==> config.mk <==
export PLATFORM = sky130hd
export DESIGN_NAME = count_sequencer_flat
export DESIGN_NICKNAME = d
export VERILOG_FILES = /design/src/rtl/count_sequencer_pkg.sv /design/src/rtl/count_sequencer_if.sv /design/src/rtl/count_sequencer_load_upcounter.sv /design/src/rtl/count_sequencer.sv /design/src/flat_wrapper.sv
export SDC_FILE = /design/constraint.sdc
export NUM_CORES = 1
export LEC_CHECK = 0
export ABC_CLOCK_PERIOD_IN_PS = 5100
export CORE_AREA = 2 2 64 42
export CTS_CLUSTER_SIZE = 28
export DETAILED_ROUTE_END_ITERATION = 16
export DIE_AREA = 0 0 66 44
export PLACE_DENSITY = 0.86
export RECOVER_POWER = 100
export SLEW_MARGIN = 20
export SYNTH_ARGS = -nofsm -noshare
export SYNTH_HDL_FRONTEND = slang
export SYNTH_SLANG_ARGS = --single-unit
==> constraint.sdc <==
create_clock -name clk -period 5.1 [get_ports clk]
set_input_delay 0.765 -clock clk [delete_from_list [all_inputs] [get_ports clk]]
set_output_delay 0.765 -clock clk [all_outputs]
set_load 0.005 [all_outputs]
==> src/rtl/count_sequencer_pkg.sv <==
// Shared types and default widths for the count sequencer.
package count_seq_pkg;

  localparam int unsigned WIDTH_DEF = 4;
  localparam int unsigned RPT_W_DEF = 4;

  typedef enum logic [1:0] {
    IDLE  = 2'd0,
    LOAD  = 2'd1,
    COUNT = 2'd2,
    DONE  = 2'd3
  } state_e;

endpackage : count_seq_pkg

==> src/rtl/count_sequencer_if.sv <==
// Command / status bundle between a control master and the count sequencer.
interface count_sequencer_if
  import count_seq_pkg::*;
#(
  parameter int unsigned WIDTH = WIDTH_DEF,
  parameter int unsigned RPT_W = RPT_W_DEF
);

  logic             cmd_valid;
  logic             cmd_ready;
  logic [WIDTH-1:0] cmd_start;
  logic [WIDTH-1:0] cmd_end;
  logic [RPT_W-1:0] cmd_repeat;
  logic             abort;
  logic [WIDTH-1:0] count;
  logic             busy;
  logic [RPT_W-1:0] passes_left;
  logic             done;
  logic             aborted;

  modport master (
    output cmd_valid, cmd_start, cmd_end, cmd_repeat, abort,
    input  cmd_ready, count, busy, passes_left, done, aborted
  );

  modport slave (
    input  cmd_valid, cmd_start, cmd_end, cmd_repeat, abort,
    output cmd_ready, count, busy, passes_left, done, aborted
  );

endinterface : count_sequencer_if

==> src/rtl/count_sequencer_load_upcounter.sv <==
// Synchronous loadable up counter; load beats enable, wraps modulo 2^WIDTH.
module load_upcounter
  import count_seq_pkg::*;
#(
  parameter int unsigned WIDTH = WIDTH_DEF
) (
  input  logic             clk,
  input  logic             rst,
  input  logic             load,
  input  logic             en,
  input  logic [WIDTH-1:0] d,
  output logic [WIDTH-1:0] count
);

  logic [WIDTH-1:0] count_q;
  logic [WIDTH-1:0] count_d;

  // Next count: load value, increment, or hold.
  always_comb begin
    count_d = count_q;
    if (load) begin
      count_d = d;
    end else if (en) begin
      count_d = count_q + WIDTH'(1);
    end
  end

  // Count register with synchronous clear.
  always_ff @(posedge clk) begin
    if (rst) begin
      count_q <= '0;
    end else begin
      count_q <= count_d;
    end
  end

  assign count = count_q;

endmodule : load_upcounter

==> src/rtl/count_sequencer.sv <==
// Command-driven sequencer that owns load/enable of an up counter and
// runs start..end passes with optional repeats, abort and completion pulses.
module count_sequencer
  import count_seq_pkg::*;
#(
  parameter int unsigned WIDTH = WIDTH_DEF,
  parameter int unsigned RPT_W = RPT_W_DEF
) (
  input logic              clk,
  input logic              rst,
  count_sequencer_if.slave bus
);

  state_e           state_q,     state_d;
  logic [WIDTH-1:0] start_q,     start_d;
  logic [WIDTH-1:0] end_q,       end_d;
  logic [RPT_W-1:0] passes_q,    passes_d;
  logic             cmd_ready_q, cmd_ready_d;
  logic             busy_q,      busy_d;
  logic             done_q,      done_d;
  logic             aborted_q,   aborted_d;

  logic             ctr_load_c;
  logic             ctr_en_c;
  logic             at_end_c;
  logic [WIDTH-1:0] count_w;

  // Counter datapath; its load and enable come only from the FSM below.
  load_upcounter #(
    .WIDTH (WIDTH)
  ) u_counter (
    .clk   (clk),
    .rst   (rst),
    .load  (ctr_load_c),
    .en    (ctr_en_c),
    .d     (start_q),
    .count (count_w)
  );

  assign at_end_c = (count_w == end_q);

  // Next-state, command capture, pass bookkeeping and counter control.
  always_comb begin
    state_d    = state_q;
    start_d    = start_q;
    end_d      = end_q;
    passes_d   = passes_q;
    aborted_d  = 1'b0;
    ctr_load_c = 1'b0;
    ctr_en_c   = 1'b0;

    unique case (state_q)
      IDLE: begin
        // Abort is meaningless here; a coincident command is still taken.
        if (bus.cmd_valid) begin
          start_d  = bus.cmd_start;
          end_d    = bus.cmd_end;
          passes_d = bus.cmd_repeat;
          state_d  = LOAD;
        end
      end
      LOAD: begin
        if (bus.abort) begin
          passes_d  = '0;
          aborted_d = 1'b1;
          state_d   = IDLE;
        end else begin
          ctr_load_c = 1'b1;
          state_d    = COUNT;
        end
      end
      COUNT: begin
        // Abort wins over reaching the end value in the same cycle.
        if (bus.abort) begin
          passes_d  = '0;
          aborted_d = 1'b1;
          state_d   = IDLE;
        end else if (at_end_c) begin
          if (passes_q != '0) begin
            passes_d = passes_q - RPT_W'(1);
            state_d  = LOAD;
          end else begin
            state_d  = DONE;
          end
        end else begin
          ctr_en_c = 1'b1;
        end
      end
      DONE: begin
        state_d = IDLE;
      end
      default: begin
        state_d = IDLE;
      end
    endcase

    // Status flags are registered copies of the next-state decode.
    cmd_ready_d = (state_d == IDLE);
    busy_d      = (state_d == LOAD) || (state_d == COUNT);
    done_d      = (state_d == DONE);
  end

  // State and status registers with synchronous reset.
  always_ff @(posedge clk) begin
    if (rst) begin
      state_q     <= IDLE;
      start_q     <= '0;
      end_q       <= '0;
      passes_q    <= '0;
      cmd_ready_q <= 1'b1;
      busy_q      <= 1'b0;
      done_q      <= 1'b0;
      aborted_q   <= 1'b0;
    end else begin
      state_q     <= state_d;
      start_q     <= start_d;
      end_q       <= end_d;
      passes_q    <= passes_d;
      cmd_ready_q <= cmd_ready_d;
      busy_q      <= busy_d;
      done_q      <= done_d;
      aborted_q   <= aborted_d;
    end
  end

  assign bus.cmd_ready   = cmd_ready_q;
  assign bus.count       = count_w;
  assign bus.busy        = busy_q;
  assign bus.passes_left = passes_q;
  assign bus.done        = done_q;
  assign bus.aborted     = aborted_q;

endmodule : count_sequencer

==> src/flat_wrapper.sv <==
// flat-port wrapper written by rule: the top's interface ports become plain ports
module count_sequencer_flat import count_seq_pkg::*;
#(
  parameter int unsigned WIDTH = WIDTH_DEF,
  parameter int unsigned RPT_W = RPT_W_DEF
)
  (clk, rst, bus_cmd_valid, bus_cmd_start, bus_cmd_end, bus_cmd_repeat, bus_abort, bus_cmd_ready, bus_count, bus_busy, bus_passes_left, bus_done, bus_aborted);
  count_sequencer_if #(.WIDTH(WIDTH), .RPT_W(RPT_W)) bus_i ();
  input logic clk;
  input logic rst;
  input wire logic [$bits(bus_i.cmd_valid)-1:0] bus_cmd_valid;
  input wire logic [$bits(bus_i.cmd_start)-1:0] bus_cmd_start;
  input wire logic [$bits(bus_i.cmd_end)-1:0] bus_cmd_end;
  input wire logic [$bits(bus_i.cmd_repeat)-1:0] bus_cmd_repeat;
  input wire logic [$bits(bus_i.abort)-1:0] bus_abort;
  output wire logic [$bits(bus_i.cmd_ready)-1:0] bus_cmd_ready;
  output wire logic [$bits(bus_i.count)-1:0] bus_count;
  output wire logic [$bits(bus_i.busy)-1:0] bus_busy;
  output wire logic [$bits(bus_i.passes_left)-1:0] bus_passes_left;
  output wire logic [$bits(bus_i.done)-1:0] bus_done;
  output wire logic [$bits(bus_i.aborted)-1:0] bus_aborted;
  assign bus_i.cmd_valid = bus_cmd_valid;
  assign bus_i.cmd_start = bus_cmd_start;
  assign bus_i.cmd_end = bus_cmd_end;
  assign bus_i.cmd_repeat = bus_cmd_repeat;
  assign bus_i.abort = bus_abort;
  assign bus_cmd_ready = bus_i.cmd_ready;
  assign bus_count = bus_i.count;
  assign bus_busy = bus_i.busy;
  assign bus_passes_left = bus_i.passes_left;
  assign bus_done = bus_i.done;
  assign bus_aborted = bus_i.aborted;
  count_sequencer #(.WIDTH(WIDTH), .RPT_W(RPT_W)) u_core (.clk(clk), .rst(rst), .bus(bus_i));
endmodule
==> impl_metrics.py <==
metrics = {
    "die": {
        "core-area_um2": 2350,
        "die_area_um2": 2900,
        "die_w_um": 66,
        "io_pins": 28,
        "num_rows": 14,
        "initial_core_util": 0.480,
        "die_height_um": 44,
    },
    "worst_setup_path": {
        "startpoint_type": "flop",
        "reg2reg_slack_ns": 2.40,
        "arrival_ns": 2.85,
        "r2r_start": "u_core.u_counter.count[2]$_SDFFE_PP0P_",
        "worst_r2r_path_depth": 5,
        "endpoint_kind": "flop",
        "path_class": "flop to flop",
        "crit_required_ns": 5.25,
        "cp_max_fo": 8,
        "rr_endpoint": "u_core.bus.busy$_SDFF_PP0_",
    },
    "clocking": {
        "cts_resized": 0,
        "post_cts_buffers": 0,
        "cts_tree": "yes",
        "h-tree-depth": 1,
        "worstSkewPairLatency_ns": 0.26,
        "root_buffer": "clkbuf_8",
        "clk_pin_slew_ns": 0.07,
        "clockBufferDepth": 2,
        "cts_buffers": 3,
        "clock_sinks": 22,
        "holdBufCountCts": 0,
    },
    "yosys": {
        "synth_largest_area_cell": "dfxtp_1",
        "synth_area_leaders": "dfxtp_1, ha_1, a21oi_1",
        "ys.flop_type": "dfxtp_1",
        "netlist.area_leader.share": 0.391,
        "synth_area_um2": 1130,
        "avgSynthCellArea_um2": 8.73,
        "synth_adder_area_share": 0.0778,
        "yosysWarningCount": 0,
        "ys_types": 37,
        "synth_mux_area_frac": 0.0222,
        "syn_nets": 152,
        "synth-seq-cells": 22,
        "synth-edff-count": 0,
        "synth_cells": 129,
        "seq_area_frac_synth": 0.391,
        "synth_xor_area_frac": 0.0389,
        "synth_top_family_by_area": "simple AND/OR/NAND/NOR gates",
        "synth_compound_area_frac": 0.202,
        "synth-simple-area-share": 0.213,
        "async_flop_share": 0,
    },
    "drt": {
        "via_per_inst": 5.49,
        "drtIter0Drc": 52,
        "drc": 0,
        "vias": 1022,
        "ant_nets": 0,
        "first_pass_iters": 4,
        "wl_per_cell_um": 13.8,
        "wl_um": 2560,
    },
    "timing": {
        "post-route-min-period_ns": 2.70,
        "fin_setup_tns_ns": 0,
        "fin_skew_ns": 0.000677,
        "max_freq_mhz": 370,
        "finalHoldWorstSlack_ns": 0.470,
        "rsz0062_at_grt": "no",
        "slew_headroom": 0.0680,
        "worst_slack_ns": 2.40,
        "slew_violations": 0,
        "worst_pin_slew_ns": 1.38,
        "fin_crit_sh": 0.529,
        "hold_viol_final": 0,
        "setup_viol": 0,
    },
    "placed_design": {
        "gp_congestion": 0.894,
        "place_inst": 183,
        "post-place-ws_ns": 2.33,
        "dp_hpwl_um": 2050,
        "io_buffers": 27,
        "place_area_um2": 1410,
    },
    "worst_hold_path": {
        "hold_end": "u_core.start_q[0]$_SDFFE_PP0P_",
        "hold_path.class": "flop to flop",
        "hold_depth": 2,
        "hold_start": "u_core.start_q[0]$_SDFFE_PP0P_",
    },
    "status": {
        "status": "finished, final reports clean",
    },
    "power": {
        "ir_drop_v": 0.000237,
        "leakage_nw": 0.613,
        "total_power_mw": 0.702,
        "pwr_density_cell_nw_per_um2": 493,
    },
    "job": {
        "drv_cap": 0,
    },
    "layout": {
        "area_delta_synth_final_pct": 26.6,
        "multi_input_area_um2": 599,
        "layout-drive-gt1-share": 0.0649,
        "register_area_um2": 440,
        "final.fill_count": 216,
        "final_util": 0.607,
        "final_area_um2": 1430,
        "fin_cells": 186,
        "num_antenna_cells": 0,
        "fin_nets": 179,
    },
    "grt": {
        "grt_pass1_vias": 932,
        "grt_overflow": 0,
        "grt_pass1_wl_um": 4130,
        "grt_use_total": 0.192,
        "antenna_found_initial": 0,
        "grt_max_degree": 25,
    },
}
[worst max-delay path: stages, from the launching register on]
cell and delay [ns]:
dfxtp_1 0.35, xor2_1 0.17, o41ai_1 1.21, nand2_2 0.07
o221ai_1 0.45, mux2_4 0.34
[placed cells by master (no fill, tap or decap), types with 2 or more instances in the layout]
cell type,n
dfxtp_1,22
dlygate4sd3_1,15
nand2_1,12
clkdlybuf4s50_1,12
nor2_1,11
nand3_1,11
a21oi_1,11
inv_1,9
ha_1,7
xor2_1,5
o21ai_0,4
a211oi_1,4
clkbuf_8,3
nand2b_1,2
or3_2,2
a311oi_1,2
nor3_1,2
[layout make-up]
cell class,instances,share of cell area
clock buffer,3,0.0290
inverter,9,0.0237
multi-input combinational,93,0.421
sequential,22,0.309
tap,32,0.0281
timing repair buffer,27,0.190
[power by group]
part / internal (mW) / switching [mW] / leakage, nW
Sequential: 0.222 / 0.0402 / 0.181
Clock: 0.0527 / 0.0512 / 0.0216
Combinational: 0.154 / 0.181 / 0.410
[cells in the mapped netlist (2+ instances only)]
cell type and n:
a211oi_1 4, nand2b_1 2, a21oi_1 11, dfxtp_1 22, xor2_1 5, or3_2 2, nor2_1 11, nand2_1 12
a311oi_1 2, nand3_1 11, o21ai_0 4, inv_1 9, clkbuf_1 3, ha_1 7, nor3_1 2
[how the worst max path moves through the flow]
stage	startpoint	end	cells past startpoint
finish	u_core.u_counter.count[2]$_SDFFE_PP0P_	u_core.bus.busy$_SDFF_PP0_	5
global route	u_core.u_counter.count[0]$_SDFFE_PP0P_	u_core.bus.passes_left[1]$_SDFFE_PP0P_	5
CTS	bus_abort	u_core.u_counter.count[3]$_SDFFE_PP0P_	5
detailed placement	bus_abort	u_core.u_counter.count[3]$_SDFFE_PP0P_	5
global placement	bus_abort	u_core.u_counter.count[3]$_SDFFE_PP0P_	5
floorplan	bus_abort	u_core.u_counter.count[3]$_SDFFE_PP0P_	4
[flip-flops by register name, summed over array words and instances, names as in the netlist]
register and flops:
u_core.bus.aborted 1, u_core.bus.busy 1, u_core.bus.cmd_ready 1, u_core.bus.done 1
u_core.bus.passes_left 4, u_core.end_q 4, u_core.start_q 4, u_core.state_q 2
u_core.u_counter.count 4
[logic make-up after synthesis]
group           count (synthesis)
buf+inv                        14
compound gates                 31
flops                          22
fa+ha+maj                       7
simple gates                   48
xor+xnor                        5
mux                             2
[metal layers]
metal  vias up  track usage  routed length (um)
li1        509            -                   -
met1       467        0.250                1160
met2        40        0.301                1190
met3         6       0.0675                 183
met4         0       0.0653                  34
met5         -            0                   0
No activity file was read; power rests on OpenSTA's default activity.
